**src/rtl/alu_issue_stage.sv**
```systemverilog
// Issue stage feeding a 32-bit combinational ALU: command FIFO drives the ALU from
// its head, and an output register captures the result and flags toward writeback.
module alu_issue_stage #(
  parameter int DEPTH = 4,
  parameter int TAGW  = 4
) (
  input  logic                     clk,
  input  logic                     rst_n,
  input  logic                     in_valid,
  output logic                     in_ready,
  input  logic [2:0]               in_op,
  input  logic [31:0]              in_a,
  input  logic [31:0]              in_b,
  input  logic [TAGW-1:0]          in_tag,
  output logic [2:0]               alu_control,
  output logic [31:0]              alu_a,
  output logic [31:0]              alu_b,
  input  logic [31:0]              alu_result,
  input  logic                     alu_zero,
  input  logic                     alu_carryout,
  input  logic                     alu_overflow,
  output logic                     out_valid,
  input  logic                     out_ready,
  output logic [31:0]              out_result,
  output logic                     out_zero,
  output logic                     out_carryout,
  output logic                     out_overflow,
  output logic [TAGW-1:0]          out_tag,
  output logic                     sticky_ovf,
  input  logic                     clear_sticky,
  output logic [$clog2(DEPTH):0]   count
);

  localparam int AW     = $clog2(DEPTH);
  localparam int DATA_W = 32;
  localparam logic [AW:0] FULL_CNT = (AW+1)'(DEPTH);

  typedef struct packed {
    logic [2:0]        op;
    logic [DATA_W-1:0] a;
    logic [DATA_W-1:0] b;
    logic [TAGW-1:0]   tag;
  } cmd_t;

  // Carry and overflow only carry meaning for ADD and SUB.
  function automatic logic is_arith(input logic [2:0] op);
    return (op == 3'd0) || (op == 3'd1);
  endfunction

  cmd_t            mem [DEPTH];
  cmd_t            head_p0;
  logic [AW-1:0]   wr_ptr;
  logic [AW-1:0]   rd_ptr;
  logic [AW:0]     cnt;
  logic            empty;
  logic            full;
  logic            push;
  logic            pop;
  logic            arith_p0;

  logic              vld_p1;
  logic [DATA_W-1:0] result_p1;
  logic              zero_p1;
  logic              carry_p1;
  logic              ovf_p1;
  logic [TAGW-1:0]   tag_p1;
  logic              sticky_p1;

  assign empty    = (cnt == '0);
  assign full     = (cnt == FULL_CNT);
  assign in_ready = !full;
  assign push     = in_valid && !full;
  assign pop      = !empty && (!vld_p1 || out_ready);
  assign head_p0  = mem[rd_ptr];
  assign arith_p0 = is_arith(alu_control);

  assign alu_control = empty ? 3'd0 : head_p0.op;
  assign alu_a       = empty ? '0 : head_p0.a;
  assign alu_b       = empty ? '0 : head_p0.b;

  // Stage p0: FIFO storage and control
  always_ff @(posedge clk) begin
    if (push) mem[wr_ptr] <= '{op: in_op, a: in_a, b: in_b, tag: in_tag};
  end

  always_ff @(posedge clk or negedge rst_n) begin
    if (!rst_n) begin
      wr_ptr <= '0;
      rd_ptr <= '0;
      cnt    <= '0;
    end else begin
      if (push) wr_ptr <= wr_ptr + 1'b1;
      if (pop)  rd_ptr <= rd_ptr + 1'b1;
      case ({push, pop})
        2'b10:   cnt <= cnt + 1'b1;
        2'b01:   cnt <= cnt - 1'b1;
        default: cnt <= cnt;
      endcase
    end
  end

  // Stage p1: result register toward writeback
  always_ff @(posedge clk or negedge rst_n) begin
    if (!rst_n) begin
      vld_p1    <= 1'b0;
      result_p1 <= '0;
      zero_p1   <= 1'b0;
      carry_p1  <= 1'b0;
      ovf_p1    <= 1'b0;
      tag_p1    <= '0;
      sticky_p1 <= 1'b0;
    end else begin
      if (pop) begin
        vld_p1    <= 1'b1;
        result_p1 <= alu_result;
        zero_p1   <= alu_zero;
        carry_p1  <= arith_p0 && alu_carryout;
        ovf_p1    <= arith_p0 && alu_overflow;
        tag_p1    <= head_p0.tag;
      end else if (out_ready) begin
        vld_p1 <= 1'b0;
      end
      // A new overflow outranks a coincident clear.
      if (pop && arith_p0 && alu_overflow) sticky_p1 <= 1'b1;
      else if (clear_sticky)               sticky_p1 <= 1'b0;
    end
  end

  assign out_valid    = vld_p1;
  assign out_result   = result_p1;
  assign out_zero     = zero_p1;
  assign out_carryout = carry_p1;
  assign out_overflow = ovf_p1;
  assign out_tag      = tag_p1;
  assign sticky_ovf   = sticky_p1;
  assign count        = cnt;

endmodule
```
**config.mk**
```make
export PLATFORM = sky130hd
export DESIGN_NAME = alu_issue_stage
export DESIGN_NICKNAME = d
export VERILOG_FILES = /design/src/rtl/alu_issue_stage.sv
export SDC_FILE = /design/constraint.sdc
export NUM_CORES = 1
export LEC_CHECK = 0
export CAP_MARGIN = 40
export CELL_PAD_IN_SITES_DETAIL_PLACEMENT = 1
export CELL_PAD_IN_SITES_GLOBAL_PLACEMENT = 1
export CORE_MARGIN = 2
export CORE_UTILIZATION = 30
export DETAILED_ROUTE_END_ITERATION = 16
export PLACE_DENSITY_LB_ADDON = 0.1
export RECOVER_POWER = 25
export SYNTH_ARGS = -nofsm -noshare
export SYNTH_HDL_FRONTEND = slang
export SYNTH_SLANG_ARGS = --single-unit
```
**constraint.sdc**
```tcl
create_clock -name clk -period 6.89 [get_ports clk]
set_input_delay 2.067 -clock clk [delete_from_list [all_inputs] [get_ports clk]]
set_output_delay 2.067 -clock clk [all_outputs]
set_load 0.02 [all_outputs]
```
==> results of run 1 <==
-- critical path, delay by kind of cell (launching register included) --
kind / cells / cell delay, ns
muxes: 1 / 0.54
and+or+nand+nor: 1 / 0.19
buffers and inverters: 2 / 1.01
DFF: 1 / 0.81
-- power by group through the flow --
stage	clock (uW)	combinational, uW	sequential [uW]
final	1980	3100	2920
after global routing	2140	3330	2980
after CTS	2070	3200	2930
after detailed placement	0	3180	2970
after global placement	0	3100	2980
after floorplan	0	1760	2990
-- layout make-up --
class	count	share of cell area [%]
diodes	3	0.0445
clock buffers	52	6.39
clock inverters	17	0.913
inverters	9	0.200
multi-input cells	207	17.0
flip-flops and latches	332	57.8
well taps	539	4.00
repair buffers	233	13.7
-- Yosys cell counts (2+ instances only) --
library cell / instances / area [sq um]
xnor2_1: 3 / 26.3
buf_6: 2 / 22.5
nand2b_1: 2 / 12.5
clkbuf_1: 15 / 56.3
ha_1: 5 / 62.6
nand3_1: 3 / 15.0
dfrtp_1: 48 / 1200
and3_1: 4 / 25.0
xor2_1: 3 / 26.3
inv_1: 9 / 33.8
buf_2: 8 / 40.0
o22ai_1: 3 / 18.8
mux2_4: 36 / 541
buf_12: 3 / 60.1
mux4_2: 71 / 1600
and2_1: 68 / 425
edfxtp_1: 284 / 8530
mux2_2: 2 / 22.5
-- metal layers --
layer  vias to the layer above  share of wire, %
li1                       2795                 -
met1                      3311                44
met2                       187                47
met3                        47               6.7
met4                         4               2.2
met5                         -             0.083
-- final timing paths --
| path | startpoint | endpoint | slack, ns | cells past startpoint |
|---|---|---|---|---|
| min in group asynchronous | rst_n | out_result[0]$_DFFE_PN0P_ | 2.45 | 2 |
| worst max-delay path | rd_ptr[0]$_DFFE_PN0P_ | alu_a[1] | 1.70 | 4 |
| worst min register to register | count[2]$_DFFE_PN0P_ | count[2]$_DFFE_PN0P_ | 0.51 | 1 |
| worst min-delay path | count[2]$_DFFE_PN0P_ | count[2]$_DFFE_PN0P_ | 0.51 | 1 |
| worst max register to register | count[0]$_DFFE_PN0P_ | count[2]$_DFFE_PN0P_ | 3.93 | 8 |
| max in group asynchronous | rst_n | rd_ptr[1]$_DFFE_PN0P_ | 2.55 | 2 |
-- metrics by stage --
step	utilization [%]	setup WS, ns	instances	cell area (sq um)	total power, uW
after detailed placement	37.1	2.15	1320	15600	6150
after CTS	40.1	1.56	1389	16800	8200
after floorplan	-	2.68	577	12800	4750
after global routing	40.1	1.46	1391	16800	8450
after global placement	37.1	2.16	1319	15600	6090
final	40.1	1.70	1392	16900	8000
-- logic make-up (layout without fill, tap and decap cells) --
| kind of cell | count (synthesis) | in the layout | synth area share (%) |
|---|---|---|---|
| AO/OA/AOI/OAI | 3 | 3 | 0.147 |
| AND/OR/NAND/NOR | 82 | 82 | 4.00 |
| multiplexers | 110 | 110 | 17.0 |
| flip-flops | 332 | 332 | 76.0 |
| XOR/XNOR | 6 | 6 | 0.411 |
| other | 0 | 3 | 0 |
| buffers and inverters | 38 | 311 | 1.78 |
| adder cells (fa/ha/maj) | 6 | 6 | 0.645 |
-- flip-flops by register name (all words and copies together), names as in the netlist --
signal,count
mem,284
out_result,32
out_tag,4
count,3
rd_ptr,2
wr_ptr,2
out_carryout,1
out_overflow,1
out_valid,1
out_zero,1
sticky_ovf,1
==> out/results.tsv, run 1 <==
metric	value	unit
clockBufferDepth	3	
rsz0062_at_grt	no	
timing.critical_path.required	4.82	ns
clock-root-buffer	clkbuf_16	
max_cap_violations	1	
layout-area-overhead-vs-synth	31.7	%
synth.yosys.warnings	0	
row_count	75	
synth_async_sr_flop_share	14.5	%
cts_inserted_buffers	39	
cts_htree_levels	2	
die_span_in_y	211	um
wl_cell	21.5	um
leakagePower	0.00576	uW
synth_sequential_area_ratio	76.0	%
port-buffer-count	222	
n_fill_cell	4040	
worst_pin_slew	2.66	ns
cts-resized-gates	0	
postCtsSetupRepairBufs	0	
antenna_found_initial	6	
power_frac_clock	24.8	%
synth_cell_types	26	
placeableCoreArea	42000	sq um
cp_cell_sequence	buf_4 -> mux4_2 -> and2_1 -> clkdlybuf4s50_1	
mappedNetlistArea	12800	sq um
ys_ff_latch	332	
total_die_area	44300	sq um
detail_route.iter0.violations	259	
met2_usage	22.5	%
gr-max-usage-layer	met2	
grt_max_degree	49	
vias_in_the_first_global_route	7403	
holdBufCountCts	0	
power_report.internal_total	5460	uW
max-vdd-ir-drop	0.235	mV
startpoint_type	flip-flop	
track_usage	13.8	%
finalCriticalPeriod	5.19	ns
hold_ws	0.506	ns
drt.antenna.violating_nets	0	
pin_count	223	
synth_edf_count	284	
worst_setup_path_end_kind	output port	
cts_tree	done	
final_hold_viol_count	0	
drc	0	
total_net_switching_power	2540	uW
violated_checks	capacitance limit, slew limit	
nets	939	
worstHoldPathType	flip-flop to flip-flop	
final_layout_size_suffix_gt1_share	21.3	%
comb_power_share	38.8	%
finalSetupViolCount	0	
gp_routability_congestion	0.709	
worstPathMaxFanout	29	
timing.critical_path.slowest_stage_cell	dfrtp_4	
cts.sinks	332	
first_pass_grt_wire_length	46000	um
num_vias	6344	
sequentialPowerShare	36.4	%
met3_usage	4.31	%
global_route.overflow_total	0	
achievable-frequency	0.193	GHz
power_switching_share	31.7	%
vias_per_cell	4.56	
drt_wl_total	30000	um
crit_type	flip-flop to output port	
layout.cells.most_common_list	284 x edfxtp_1, 181 x clkdlybuf4s50_1, 71 x mux4_2	
timing.critical_path.arrival	3.12	ns
final_max_slew_viol_count	49	
globalRouteMet1Util	17.6	%
synth_fp_nets	694	
seqCellArea	9740	sq um
finClkSkew	0.0193	ns
worst_path_largest_cell_delay	0.81	ns
max-slew-margin-rel	-77.4	%
final.period_utilization	75.3	%
timing.setup.tns	0	ns
die_width	211	um
postSynth.topFlopCell	edfxtp_1	
number_of_detailed_route_iterations_in_the_first_pass	4	
detailedPlacementHpwl	18400	um
final_common_cell	edfxtp_1	
pwr_density_cell	475	nW/um^2
clock_slew_at_reported_path_ffs	0.06	ns
worstSkewPairLatency	0.54	ns
post_synth_inst_count	577	
initial_utilization	30.4	%
multiInputGateArea	2860	sq um
status	complete, but fails checks	
syn_area_per_cell	22.2	sq um
Power figures use the tool's default switching activity.
==> run 2, diff against run 1 <==
==> constraint.sdc (replaced) <==
create_clock -name clk -period 4.95 [get_ports clk]
set_input_delay 1.485 -clock clk [delete_from_list [all_inputs] [get_ports clk]]
set_output_delay 1.485 -clock clk [all_outputs]
set_load 0.02 [all_outputs]
==> out/results.tsv, run 2 (synthesis results as in run 1) <==
metric	value	unit	change
status	complete, no violations		
final.period_utilization	89.9	%	
cts.sinks	332		unchanged
hold_wc_startpoint	out_result[14]$_DFFE_PN0P_		
gr-max-usage-layer	met2		
worst_path_dominant_cell_family	buffers and inverters		
final_common_cell	edfxtp_1		
timing.critical_path.slowest_stage_cell	dfrtp_4		
reg2reg_from	count[0]$_DFFE_PN0P_		
crit_type	flip-flop to output port		
worst_pin_slew	1.03	ns	-1.63 ns
first_pass_grt_wire_length	45300	um	-1.4%
final_layout_size_suffix_gt1_share	21.0	%	-0.28 points
gp_routability_congestion	0.717		+1.1%
r2r_cells	9		+1
wl_cell	21.3	um	-1.1%
clockBufferDepth	3		unchanged
postCtsSetupRepairBufs	0		unchanged
grt_max_degree	44		-10%
clock_slew_at_reported_path_ffs	0.06	ns	about the same
cts_tree	done		
finalCriticalPeriod	4.45	ns	
num_vias	6313		-0.49%
worstHoldPathType	flip-flop to flip-flop		
hold_ws	0.507	ns	+0.00130 ns
pin_count	223		unchanged
hold-path-endpoint	out_result[14]$_DFFE_PN0P_		
max-slew-margin-rel	31.5	%	+110 points
detailedPlacementHpwl	18100	um	-1.9%
global_route.overflow_total	0		unchanged
max_cap_violations	0		-1
drt.antenna.violating_nets	0		unchanged
worstPathMaxFanout	21		-28%
finClkSkew	0.0133	ns	-0.00592 ns
placeableCoreArea	42000	sq um	unchanged
row_count	75		unchanged
track_usage	13.7	%	-0.17 points
port-buffer-count	222		unchanged
globalRouteMet1Util	17.9	%	+0.32 points
worstSkewPairLatency	0.54	ns	about the same
layout.cells.most_common_list	284 x edfxtp_1, 173 x clkdlybuf4s50_1, 71 x mux4_2		
clock-root-buffer	clkbuf_16		
worst_setup_path_end_kind	output port		
detail_route.iter0.violations	287		+11%
timing.critical_path.arrival	2.96	ns	-0.16 ns
antenna_found_initial	7		+1
total_die_area	44300	sq um	unchanged
timing.critical_path.required	3.46	ns	-1.36 ns
leakagePower	0.00576	uW	about the same
cts-resized-gates	0		unchanged
initial_utilization	30.4	%	unchanged
achievable-frequency	0.225	GHz	
holdBufCountCts	0		unchanged
finalSetupViolCount	0		unchanged
drt_wl_total	29700	um	-1.1%
pwr_density_cell	655	nW/um^2	+38%
cts_inserted_buffers	39		unchanged
startpoint_type	flip-flop		
crit_buf_inv	2		unchanged
vias_per_cell	4.53		-0.56%
max-vdd-ir-drop	0.282	mV	+20%
drc	0		unchanged
met3_usage	4.34	%	+0.030 points
die_span_in_y	211	um	unchanged
layout-area-overhead-vs-synth	31.8	%	about the same
cp_cell_sequence	buf_4 -> mux4_2 -> and2_1 -> clkdlybuf4s50_1		
rrSetupSlack	2.57	ns	-1.36 ns
final_hold_viol_count	0		unchanged
rsz0062_at_grt	no		
timing.setup.tns	0	ns	unchanged
die_width	211	um	unchanged
cts_htree_levels	2		unchanged
met2_usage	21.5	%	-0.97 points
vias_in_the_first_global_route	7170		-3.1%
reg_with_most_ffs	mem		
final_max_slew_viol_count	0		-100%
nets	941		+0.21%
number_of_detailed_route_iterations_in_the_first_pass	4		unchanged
worst_path_largest_cell_delay	0.71	ns	-0.10 ns
largest_register_ff_count	284		unchanged
capturing_point_of_the_worst_reg2reg_path	count[2]$_DFFE_PN0P_		
hold_path_depth	1		unchanged
## run 2: how the worst max path moves through the flow
stage | start | slack (ns) | end | cells after the start
2_1_floorplan | in_valid | 1.33 | mem[0][0]$_DFFE_PP_ | 1
3_3_place_gp | rd_ptr[0]$_DFFE_PN0P_ | 0.96 | alu_b[3] | 4
3_5_place_dp | rd_ptr[0]$_DFFE_PN0P_ | 0.97 | alu_b[3] | 4
4_1_cts | rd_ptr[0]$_DFFE_PN0P_ | 0.37 | alu_b[3] | 4
5_1_grt | rd_ptr[0]$_DFFE_PN0P_ | 0.29 | alu_b[3] | 4
6_report | rd_ptr[0]$_DFFE_PN0P_ | 0.50 | alu_b[12] | 4
## run 2: per-stage QoR
step                setup slack [ns]  area [sq um]  total power [uW]  utilization, %  instances
finish                         0.501         16900             11000            40.1       1393
global route                   0.286         16900             11600            40.1       1391
CTS                            0.368         16900             11300            40.1       1391
detailed placement             0.970         15700              8600            37.3       1322
global placement               0.961         15700              8540            37.3       1322
floorplan                       1.33         12800              6610               -        577
## run 2: metal layers
layer | share of wire, % | wire length, um
met1 | 44 | 13100
met2 | 47 | 14000
met3 | 6.9 | 2050
met4 | 1.7 | 511
met5 | 0.19 | 55
## run 2: report_power, final
group / total, uW / switching [uW] / internal, uW
clock network: 2630 / 1070 / 1560
logic: 4370 / 2150 / 2220
registers: 4050 / 308 / 3740
total: 11000 / 3520 / 7520
## run 2: layout make-up
type                       count  area, sq um
fill                        4073        25200
sequential                   332         9740
timing repair buffer         235         2390
tap                          539          674
clock buffer                  54         1070
antenna                        2         5.00
multi-input combinational    207         2860
clock inverter                15         90.1
inverter                       9         33.8
==> run 3, diff against run 2 <==
--- a/config.mk
+++ b/config.mk
@@ -5,13 +5,14 @@
 export SDC_FILE = /design/constraint.sdc
 export NUM_CORES = 1
 export LEC_CHECK = 0
+export ABC_CLOCK_PERIOD_IN_PS = 4950
 export CAP_MARGIN = 40
 export CELL_PAD_IN_SITES_DETAIL_PLACEMENT = 1
 export CELL_PAD_IN_SITES_GLOBAL_PLACEMENT = 1
 export CORE_MARGIN = 2
 export CORE_UTILIZATION = 30
 export DETAILED_ROUTE_END_ITERATION = 16
-export PLACE_DENSITY_LB_ADDON = 0.1
+export PLACE_DENSITY = 0.56
 export RECOVER_POWER = 25
 export SYNTH_ARGS = -nofsm -noshare
 export SYNTH_HDL_FRONTEND = slang
==> out/results.tsv, run 3 (synthesis results as in run 1) <==
metric	value	unit	change
gp_routability_congestion	0.676		-5.7%
die_span_in_y	211	um	unchanged
finalCriticalPeriod	4.25	ns	-0.200 ns
clock-root-buffer	clkbuf_16		
max-vdd-ir-drop	0.447	mV	+59%
startpoint_type	flip-flop		
timing.critical_path.required	3.46	ns	about the same
rsz0062_at_grt	no		
vias_in_the_first_global_route	7083		-1.2%
layout.cells.most_common_list	284 x edfxtp_1, 182 x clkdlybuf4s50_1, 71 x mux4_2		
largest_register_ff_count	284		unchanged
drt_wl_total	28800	um	-2.9%
detailedPlacementHpwl	17900	um	-0.69%
final.period_utilization	85.8	%	-4.0 points
pin_count	223		unchanged
final_max_slew_viol_count	32		+32
endpoint	alu_control[2]		
number_of_detailed_route_iterations_in_the_first_pass	4		unchanged
reg2reg_from	count[0]$_DFFE_PN0P_		
detail_route.iter0.violations	310		+8.0%
drc	0		unchanged
rrSetupSlack	2.60	ns	+0.03 ns
worst_setup_path_end_kind	output port		
hold_path_depth	1		unchanged
cts_tree	done		
pwr_density_cell	664	nW/um^2	+1.4%
cts_inserted_buffers	39		unchanged
port-buffer-count	222		unchanged
vias_per_cell	4.56		+0.52%
max-slew-margin-rel	-20.0	%	-51 points
grt_max_degree	71		+61%
worstSkewPairLatency	0.55	ns	about the same
track_usage	13.2	%	-0.44 points
finalSetupViolCount	0		unchanged
crit_start	rd_ptr[0]$_DFFE_PN0P_		
placeableCoreArea	42000	sq um	unchanged
finClkSkew	0.0113	ns	-0.00204 ns
achievable-frequency	0.235	GHz	+4.7%
global_route.overflow_total	0		unchanged
postCtsSetupRepairBufs	0		unchanged
reg_with_most_ffs	mem		
first_pass_grt_wire_length	43700	um	-3.6%
cts.sinks	332		unchanged
worst_pin_slew	1.80	ns	+0.772 ns
max_cap_violations	1		+1
timing.critical_path.arrival	2.76	ns	-0.20 ns
antenna_found_initial	10		+3
num_vias	6355		+0.67%
violated_checks	capacitance limit, slew limit		
worstPathMaxFanout	27		+29%
numPlacedInstances	1322		unchanged
capturing_point_of_the_worst_reg2reg_path	count[2]$_DFFE_PN0P_		
wl_cell	20.6	um	-3.0%
final_common_cell	edfxtp_1		
final_layout_size_suffix_gt1_share	21.8	%	+0.82 points
row_count	75		unchanged
die_width	211	um	unchanged
initial_utilization	30.4	%	unchanged
r2r_cells	9		unchanged
timing.final.ws_setup	0.701	ns	+0.200 ns
crit_type	flip-flop to output port		
nets	941		unchanged
clockBufferDepth	3		unchanged
worstHoldPathType	flip-flop to flip-flop		
fin_cells	1395		+0.14%
timing.setup.tns	0	ns	unchanged
status	complete, but fails checks		
cts-resized-gates	0		unchanged
preCtsSetupSlack	1.10	ns	+0.125 ns
total_die_area	44300	sq um	unchanged
cts_htree_levels	2		unchanged
leakagePower	0.00582	uW	+1.0%
final_hold_viol_count	0		unchanged
layout-area-overhead-vs-synth	32.9	%	
drt.antenna.violating_nets	0		unchanged
holdBufCountCts	0		unchanged
clock_slew_at_reported_path_ffs	0.06	ns	about the same
postLayoutCoreUtil	40.4	%	+0.33 points
[run 3: cell type report]
class	count	area, sq um
multi-input combinational	207	2860
inverter	9	33.8
antenna	4	10.0
clock inverter	23	283
tap	539	674
fill	4061	25000
clock buffer	46	1010
timing repair buffer	235	2390
sequential	332	9740
[run 3: layer usage]
metal  global-route usage, %  wire, um
met4                    3.72       565
met3                    5.07      2390
met1                    17.4     12600
met2                    20.5     13100
met5                       0        83
[run 3: metrics by stage]
| step | cell area [sq um] | hold slack [ns] | total power [uW] |
|---|---|---|---|
| 2_1_floorplan | 12800 | 0.534 | 6610 |
| 3_3_place_gp | 15700 | 0.489 | 8570 |
| 3_5_place_dp | 15700 | 0.492 | 8580 |
| 4_1_cts | 17000 | 0.510 | 11600 |
| 5_1_grt | 17000 | 0.519 | 11900 |
| 6_report | 17000 | 0.507 | 11300 |
[run 3: worst min-delay path by stage]
stage                               startpoint  slack [ns]                    endpoint
finish              out_result[17]$_DFFE_PN0P_        0.51  out_result[17]$_DFFE_PN0P_
global route        out_result[26]$_DFFE_PN0P_        0.52  out_result[26]$_DFFE_PN0P_
CTS                 out_result[17]$_DFFE_PN0P_        0.51  out_result[17]$_DFFE_PN0P_
detailed placement   out_result[1]$_DFFE_PN0P_        0.49   out_result[1]$_DFFE_PN0P_
global placement    out_result[17]$_DFFE_PN0P_        0.49  out_result[17]$_DFFE_PN0P_
floorplan                wr_ptr[1]$_DFFE_PN0P_        0.53       wr_ptr[1]$_DFFE_PN0P_
[run 3: worst max-delay path: stages (launching register included)]
cell,delay [ns]
dfrtp_4,0.58
buf_12,0.29
mux4_2,0.57
and2_1,0.18
clkdlybuf4s50_1,0.57
[run 3: power by group]
group	switching [uW]	leakage, uW	internal [uW]	total [uW]
clock	1120	0.000635	1780	2900
combinational	2150	0.00202	2230	4380
sequential	278	0.00316	3740	4020
total	3550	0.00582	7750	11300
